**src/rtl/hex_key_entry_pkg.sv**
```systemverilog
// Shared definitions for the hex key-entry block: FSM encoding, nibble width
// and the default debounce interval.
package hex_key_entry_pkg;

  typedef enum logic {
    ENTRY = 1'b0,
    OFFER = 1'b1
  } state_t;

  localparam int DEFAULT_DEBOUNCE_CYCLES = 250000;
  localparam int NIBBLE_W                = 4;

endpackage

```
**src/rtl/key_debouncer.sv**
```systemverilog
// Conditions one raw active-low push-button: 2-flop synchroniser, level
// debouncer and a single-cycle press pulse on a debounced 1->0 transition.
module key_debouncer
  import hex_key_entry_pkg::*;
#(
  parameter int DEBOUNCE_CYCLES = DEFAULT_DEBOUNCE_CYCLES
) (
  input  logic clk,
  input  logic rst,
  input  logic key_n,
  output logic press
);

  localparam int CNT_W = (DEBOUNCE_CYCLES > 1) ? $clog2(DEBOUNCE_CYCLES) : 1;
  localparam logic [CNT_W-1:0] CNT_LAST = CNT_W'(DEBOUNCE_CYCLES - 1);

  logic             sync_a;
  logic             sync_b;
  logic             level;
  logic [CNT_W-1:0] cnt;
  logic             flip;

  // The level flips on the last of DEBOUNCE_CYCLES consecutive differing samples.
  assign flip = (sync_b != level) && (cnt == CNT_LAST);

  always_ff @(posedge clk) begin
    if (rst) begin
      sync_a <= 1'b1;
      sync_b <= 1'b1;
      level  <= 1'b1;
      cnt    <= '0;
      press  <= 1'b0;
    end else begin
      sync_a <= key_n;
      sync_b <= sync_a;
      press  <= flip & level;
      if (sync_b == level) begin
        cnt <= '0;
      end else if (flip) begin
        level <= sync_b;
        cnt   <= '0;
      end else begin
        cnt <= cnt + CNT_W'(1);
      end
    end
  end

endmodule

```
**src/rtl/hex_key_entry.sv**
```systemverilog
// Operator hex entry: builds a word one nibble at a time from SW/KEY and
// offers the finished word over a valid/ready handshake.
module hex_key_entry
  import hex_key_entry_pkg::*;
#(
  parameter int DEBOUNCE_CYCLES = DEFAULT_DEBOUNCE_CYCLES,
  parameter int NIBBLES         = 16
) (
  input  logic                              iCLK,
  input  logic                              iRST,
  input  logic [NIBBLE_W-1:0]               iSW,
  input  logic                              iKEY_Digit,
  input  logic                              iKEY_Commit,
  input  logic                              iKEY_Clear,
  output logic [NIBBLE_W*NIBBLES-1:0]       oPreview,
  output logic [$clog2(NIBBLES+1)-1:0]      oCount,
  output logic                              oFull,
  output logic [NIBBLE_W*NIBBLES-1:0]       oData,
  output logic                              oValid,
  input  logic                              iReady
);

  localparam int DATA_W = NIBBLE_W * NIBBLES;
  localparam int CNT_W  = $clog2(NIBBLES + 1);
  localparam logic [CNT_W-1:0] COUNT_MAX = CNT_W'(NIBBLES);

  logic              digit_press;
  logic              commit_press;
  logic              clear_press;

  state_t            state;
  state_t            state_nxt;
  logic [DATA_W-1:0] entry_buf;
  logic [DATA_W-1:0] buf_nxt;
  logic [CNT_W-1:0]  count;
  logic [CNT_W-1:0]  count_nxt;
  logic [DATA_W-1:0] data;
  logic [DATA_W-1:0] data_nxt;
  logic              valid;
  logic              valid_nxt;

  key_debouncer #(.DEBOUNCE_CYCLES(DEBOUNCE_CYCLES)) u_digit (
    .clk(iCLK), .rst(iRST), .key_n(iKEY_Digit), .press(digit_press)
  );

  key_debouncer #(.DEBOUNCE_CYCLES(DEBOUNCE_CYCLES)) u_commit (
    .clk(iCLK), .rst(iRST), .key_n(iKEY_Commit), .press(commit_press)
  );

  key_debouncer #(.DEBOUNCE_CYCLES(DEBOUNCE_CYCLES)) u_clear (
    .clk(iCLK), .rst(iRST), .key_n(iKEY_Clear), .press(clear_press)
  );

  always_ff @(posedge iCLK) begin
    if (iRST) begin
      state     <= ENTRY;
      entry_buf <= '0;
      count     <= '0;
      data      <= '0;
      valid     <= 1'b0;
    end else begin
      state     <= state_nxt;
      entry_buf <= buf_nxt;
      count     <= count_nxt;
      data      <= data_nxt;
      valid     <= valid_nxt;
    end
  end

  // Clear outranks Commit, which outranks Digit; a ready consumer wins over a Clear abort.
  always_comb begin
    state_nxt = state;
    buf_nxt   = entry_buf;
    count_nxt = count;
    data_nxt  = data;
    valid_nxt = valid;
    case (state)
      ENTRY: begin
        if (clear_press) begin
          buf_nxt   = '0;
          count_nxt = '0;
        end else if (commit_press) begin
          data_nxt  = entry_buf;
          valid_nxt = 1'b1;
          state_nxt = OFFER;
        end else if (digit_press && (count != COUNT_MAX)) begin
          buf_nxt   = {entry_buf[DATA_W-NIBBLE_W-1:0], iSW};
          count_nxt = count + CNT_W'(1);
        end else begin
          state_nxt = ENTRY;
        end
      end
      OFFER: begin
        if (iReady || clear_press) begin
          valid_nxt = 1'b0;
          buf_nxt   = '0;
          count_nxt = '0;
          state_nxt = ENTRY;
        end else begin
          state_nxt = OFFER;
        end
      end
      default: begin
        valid_nxt = 1'b0;
        state_nxt = ENTRY;
      end
    endcase
  end

  assign oPreview = entry_buf;
  assign oCount   = count;
  assign oFull    = (count == COUNT_MAX);
  assign oData    = data;
  assign oValid   = valid;

endmodule

```
**config.mk**
```make
export PLATFORM = sky130hd
export DESIGN_NAME = hex_key_entry
export DESIGN_NICKNAME = d
export VERILOG_FILES = /design/src/rtl/hex_key_entry_pkg.sv /design/src/rtl/key_debouncer.sv /design/src/rtl/hex_key_entry.sv
export SDC_FILE = /design/constraint.sdc
export NUM_CORES = 1
export LEC_CHECK = 0
export CAP_MARGIN = 20
export CORE_MARGIN = 4
export CORE_UTILIZATION = 52
export CTS_CLUSTER_SIZE = 25
export DETAILED_ROUTE_END_ITERATION = 8
export PLACE_DENSITY = 0.81
export SYNTH_ARGS = -nofsm -noshare
export SYNTH_HDL_FRONTEND = slang
export SYNTH_SLANG_ARGS = --single-unit
```
**constraint.sdc**
```tcl
create_clock -name iCLK -period 2 [get_ports iCLK]
set_input_delay 0.4 -clock iCLK [delete_from_list [all_inputs] [get_ports iCLK]]
set_output_delay 0.4 -clock iCLK [all_outputs]
set_load 0.05 [all_outputs]
```
=== Word level (Yosys, flattened, before mapping) ===
Index checks and enable logic that the tools add are counted.

* Register bits after elaboration: 201
* Input bits: 10
* Output and inout bits: 135
* Word-level logic and storage cells: 80

* Add/sub/neg operators: 4
* Equal/unequal tests: 16
* Multiplexer cells: 18
* Bitwise operators: 8
* Reduce and logical (&&, ||, !) cells: 14

{| class="wikitable"
|+ Operators by type and width
! operator !! number
|-
| 64-bit 2-to-1 mux || 4
|-
| 64-bit one-hot mux with 2 select lines || 1
|-
| 18-bit by 1-bit adder with 18-bit output, second input constant || 3
|-
| 18-bit equality test, second input constant || 3
|-
| 5-bit 2-to-1 mux || 4
|-
| 5-bit one-hot mux with 2 select lines || 1
|-
| 3-bit AND reduction || 3
|-
| 3-bit OR reduction || 3
|-
| 1-bit 2-to-1 mux || 6
|-
| 3-bit by 2-bit inequality test with 1-bit output, second input constant || 2
|-
| 2-bit AND reduction || 3
|-
| 5-bit by 1-bit adder with 5-bit output, second input constant || 1
|-
| 5-bit equality test, second input constant || 1
|-
| 5-bit inequality test, second input constant || 1
|-
| 1-bit NOT || 5
|-
| 1-bit logical AND || 4
|-
| 2-bit by 1-bit inequality test with 1-bit output, second input constant || 2
|-
| 1-bit one-hot mux with 2 select lines || 2
|-
| 1-bit bitwise AND || 3
|-
| 1-bit equality test || 3
|-
| 1-bit inequality test || 3
|-
| 2-bit inequality test, second input constant || 1
|-
| 1-bit logical OR || 1
|}

=== Depth between registers and ports, before layout ===
Gate-level depths: netlist of run 1.

* Depth in word-level cells: 6
* Gate-level depth with buffers: 8
* Gate-level depth less buffers: 6

=== Hierarchy ===
Synthesis of run 1 repeated with hierarchy kept, for this count alone.

* Cell total of the unflattened synthesis: 932
* Area total of the unflattened synthesis: 8018.9 um^2

{| class="wikitable"
|+ By module, submodules not included
! module !! instances !! cells each !! area each (um^2) !! sequential area each (um^2)
|-
| hex_key_entry || 1 || 608 || 4847.1 || 2702.6
|-
| key_debouncer || 3 || 108 || 1057.3 || 440.4
|}

=== Worst setup path before layout of run 1 ===
OpenSTA, ideal clock, no wires.

* Path type: reg-to-reg
* Start: register count[0] (netlist: oCount[0])
* End: register entry_buf[40] (netlist: oPreview[40])
* Setup time: 74 ps
* Data arrival time: 2070 ps
* Data required time: 1926 ps
* Setup slack: -144 ps
* Stages on the path, launching flop included: 9
* Buffers on the path: 2
* Period minus slack after synthesis: 2144 ps
* Cell sequence: dfxtp_1 > inv_1 > ha_1 > nand4bb_1 > a311o_1 > clkbuf_1 > clkbuf_1 > nand3_1 > o21ai_0

* Cells in the longest elaborated chain, start to end: 4

{| class="wikitable"
|+ Ends and longest elaborated chain
! item !! line !! source
|-
| from (decl) || hex_key_entry.sv:35 || <nowiki>logic [CNT_W-1:0] count;</nowiki>
|-
| from (signal assigned) || hex_key_entry.sv:64 || <nowiki>count <= count_nxt;</nowiki>
|-
| 5-bit inequality test || hex_key_entry.sv:86 || <nowiki>end else if (digit_press && (count != COUNT_MAX)) begin</nowiki>
|-
| 1-bit logical AND || hex_key_entry.sv:86 ||
|-
| 3-bit by 2-bit inequality test with 1-bit output (no source line) || n/a ||
|-
| 3-bit AND reduction (no source line) || n/a ||
|-
| to (signal assigned) || hex_key_entry.sv:63 || <nowiki>entry_buf <= buf_nxt;</nowiki>
|-
| to (decl) || hex_key_entry.sv:33 || <nowiki>logic [DATA_W-1:0] entry_buf;</nowiki>
|}

Every way passes these cells.
A chain may end at the register's enable or synchronous reset.

=== Worst setup path after layout of run 1 ===
* Start: register count[0] (netlist: oCount[0])
* End: output port oFull

* Cells in the longest elaborated chain, start to end: 1

{| class="wikitable"
|+ Ends and longest elaborated chain
! item !! line !! source
|-
| 5-bit equality test || hex_key_entry.sv:112 || <nowiki>assign oFull = (count == COUNT_MAX);</nowiki>
|-
| to (decl) || hex_key_entry.sv:17 || <nowiki>output logic oFull,</nowiki>
|}

Every way passes these cells.

==> results of run 1 <==
[state kept, by name, indices dropped and copies added (netlist names), 5 cells and up]
register      count
u_digit.cnt      18
u_commit.cnt     18
u_clear.cnt      18
oCount            5
oData            64
oPreview         64
[worst paths after layout]
path                          end  slack, ps  cells after the start            start
hold reg to reg   u_commit.sync_b        410                      1  u_commit.sync_a
setup / recovery            oFull         80                      5        oCount[0]
setup reg to reg      oPreview[4]        160                      7        oCount[1]
hold / removal     u_clear.sync_a        270                      2             iRST
[placed cells by master, fill, tap and decap left out, types with 2 or more instances in the layout]
cell type	count
clkdlybuf4s50_1	8
buf_4	37
nand4b_1	2
nor2_1	64
nand2_1	207
and2_1	5
clkbuf_16	21
nor4_1	16
nand2_2	2
xnor2_1	34
xor2_1	11
dlygate4sd2_1	117
o211ai_2	3
or4_1	2
nor4b_1	3
dfxtp_1	199
ha_1	5
o31ai_1	5
nor3_1	11
a21oi_1	72
nand4_1	19
or2_2	6
o21ai_0	73
buf_12	7
clkbuf_8	3
or3_1	5
dfxtp_2	2
clkbuf_1	4
clkinv_2	6
nand3_1	88
inv_1	12
and3_1	6
mux2i_1	2
[cells in the mapped netlist (6+ instances only)]
| cell type | number |
|---|---|
| nand4_1 | 19 |
| nor4_1 | 16 |
| o21ai_0 | 73 |
| buf_1 | 7 |
| nand3_1 | 88 |
| inv_1 | 12 |
| or2_2 | 6 |
| and2_1 | 6 |
| buf_2 | 7 |
| a21oi_1 | 72 |
| nor2_1 | 64 |
| nand2_1 | 208 |
| clkbuf_1 | 41 |
| dfxtp_1 | 201 |
| and3_1 | 6 |
| xor2_1 | 11 |
| nor3_1 | 12 |
| xnor2_1 | 34 |
[routing by layer]
metal / wire (um) / track usage (%) / vias to the layer above / share of wire (%)
li1: - / - / 3406 / -
met5: 0 / 0 / - / 0
met3: 1200 / 4.78 / 34 / 6.5
met4: 462 / 6.11 / 0 / 2.5
met2: 8340 / 33.5 / 177 / 45
met1: 8430 / 30.4 / 3168 / 46
[power by group through the flow]
stage | clock (mW) | combinational (mW) | sequential, mW
2_1_floorplan | 0 | 0.0788 | 4.10
3_3_place_gp | 0 | 0.128 | 4.10
3_5_place_dp | 0 | 0.128 | 4.10
4_1_cts | 3.64 | 0.128 | 4.01
5_1_grt | 3.80 | 0.141 | 4.01
6_report | 3.56 | 0.128 | 4.02
[timing repair]
item,4_1_cts,5_1_grt
pin swaps,0,1
setup endpoints to repair,117,3
resized for setup,117,0
cloned,0,0
hold endpoints to repair,0,0
[stage by stage]
step	power, mW	setup slack (ps)	hold WS (ps)	TNS [ps]
final	7.70	80.3	273	0
after global routing	7.95	8.23	292	0
after CTS	7.79	52.5	270	0
after detailed placement	4.23	-74.5	392	-1010
after global placement	4.23	-5.17	390	-19.3
after floorplan	4.18	39.6	389	0
[area by class of cell]
class                           count  area (um^2)  area share (%)
Multi-Input combinational cell    655         3350            34.2
Sequential cell                   201         4030            41.0
Clock buffer                       28          582            5.93
Tap cell                          184          230            2.35
Inverter                           13         48.8           0.497
Clock inverter                      8         46.3           0.472
Timing Repair Buffer              170         1530            15.6
[cell families after synthesis]
group           synth area share (%)
compound gates                  11.0
xor+xnor                        5.16
fa+ha+maj                      0.819
buf+inv                         3.55
flops                           52.7
mux                            0.262
simple gates                    26.5
==> impl_metrics.yaml, run 1 <==
status:
  outcome: "finished, final reports clean"
logic_synthesis:
  synth-seq-cells: 201
  synth_area_um2: 7640
  synth_edf_count: 0
  ys_top_cells_by_area: "dfxtp_1 53%, nand2_1 10%, nand3_1 5.8%, o21ai_0 4.8%, a21oi_1 4.7%"
  synth_area_per_cell_um2: 8.26
  async_reset_ff_share_pct: 0
  synthDistinctLibCells: 41
  yosysTopAreaCell: "dfxtp_1"
  synth_cells: 925
  synth_nets: 940
  yosys.area.top_type_share_pct: 52.7
  yosysSeqAreaShare_pct: 52.7
  yosys_warnings: 0
  ys_dominant_reg_cell: "dfxtp_1"
global_route:
  overflow: 0
  grt_pass1_vias: 6140
  grt_pass1_wl_um: 30200
  track_usage_pct: 21.6
  antenna_found_initial: 0
  grt_max_degree: 71
pwr:
  power_switching_mw: 1.61
  peakVddDrop_v: 0.000608
  leakage_nw: 3.80
  p_seq_share_pct: 52.1
  p_int_mw: 6.09
  pwr-share-comb_pct: 1.7
  p_sw_share_pct: 21.0
  power.density_nw_per_um2: 785
  clockPowerShare_pct: 46.2
placed_design:
  place_area_um2: 9330
  port_buffers: 144
  hpwl_um: 12300
  gp_congestion: 0.855
  dp.cells: 1223
worst_setup_path:
  critPathMaxFanout: 6
  crit_path_end_kind: "primary output"
  cp.arrival_ps: 1520
  crit_family: "flip-flops"
  cp-start-kind: "register"
  slowest_stage: "dfxtp_2"
  cpMostUsedCell: "inv_1"
  path_class: "register to primary output"
  cp.required_ps: 1600
  critPathBufInv: 3
  cp_slowest_stage_delay_ps: 380
  cp_cell_sequence: "inv_1 -> ha_1 -> nand4bb_1 -> inv_1 -> buf_12"
floorplanning:
  die_w_um: 129
  core_um2: 14500
  rows: 44
  dieArea_um2: 16700
  io_pins: 145
  die_h_um: 129
  initial_core_util_pct: 52.8
cts:
  insertion_delay_ps: 500
  cts_tree: "built"
  cts-htree-levels: 1
  cts.sinks: 201
  ctsHoldBuffers: 0
  cts-buffers-inserted: 21
  clock_path_buffers: 3
  postCtsSetupBuffers: 0
  root_buffer: "clkbuf_16"
  clkSlewWorstSetupHoldPaths_ps: 60
detailed_routing:
  drt_pass1_iterations: 5
  post_drt_wl_per_cell_um: 14.6
  dr_total_vias: 6785
  drtIter0Drc: 595
  drc_errors: 0
  wirelength_um: 18400
  viasPerCell: 5.39
  ant_nets: 0
flow_run:
  cap_violations: 0
cells_and_area:
  nNetsFinal: 1077
  drive_gt1_share_pct: 9.21
  final_area_um2: 9810
  fillers: 1234
  area_growth_pct: 28.5
  finish.utilization_pct: 67.8
  num_antenna_cells: 0
  layout.cells.non_filler: 1259
timing:
  fmax_ghz: 0.521
  fin_crit_sh_pct: 96.0
  setup_viol: 0
  period_minus_slack_ps: 1920
  rsz0062_at_grt: "no"
  report.final.slew_viol_count: 0
  slew_headroom_pct: 61.0
  finalHoldViolCount: 0
  final.setup_skew_ps: 14.5
  tightestPinTransition_ps: 580
min_path:
  hp-class: "input port to register"
No activity file was read; power rests on OpenSTA's default activity.
==> run 2: changes to the inputs <==
--- a/config.mk
+++ b/config.mk
@@ -8,7 +8,7 @@
 export CAP_MARGIN = 20
 export CORE_MARGIN = 4
 export CORE_UTILIZATION = 52
-export CTS_CLUSTER_SIZE = 25
+export CTS_CLUSTER_SIZE = 24
 export DETAILED_ROUTE_END_ITERATION = 8
 export PLACE_DENSITY = 0.81
 export SYNTH_ARGS = -nofsm -noshare
==> results of run 2 <==
Same layout as run 1: the final DEF is identical, and so are final timing and power.
==> run 3: changes to the inputs <==
--- a/config.mk
+++ b/config.mk
@@ -8,7 +8,7 @@
 export CAP_MARGIN = 20
 export CORE_MARGIN = 4
 export CORE_UTILIZATION = 52
-export CTS_CLUSTER_SIZE = 24
+export CTS_CLUSTER_SIZE = 25
 export DETAILED_ROUTE_END_ITERATION = 8
 export PLACE_DENSITY = 0.81
 export SYNTH_ARGS = -nofsm -noshare
==> results of run 3 <==
Same layout as run 1: the final DEF is identical, and so are final timing and power.
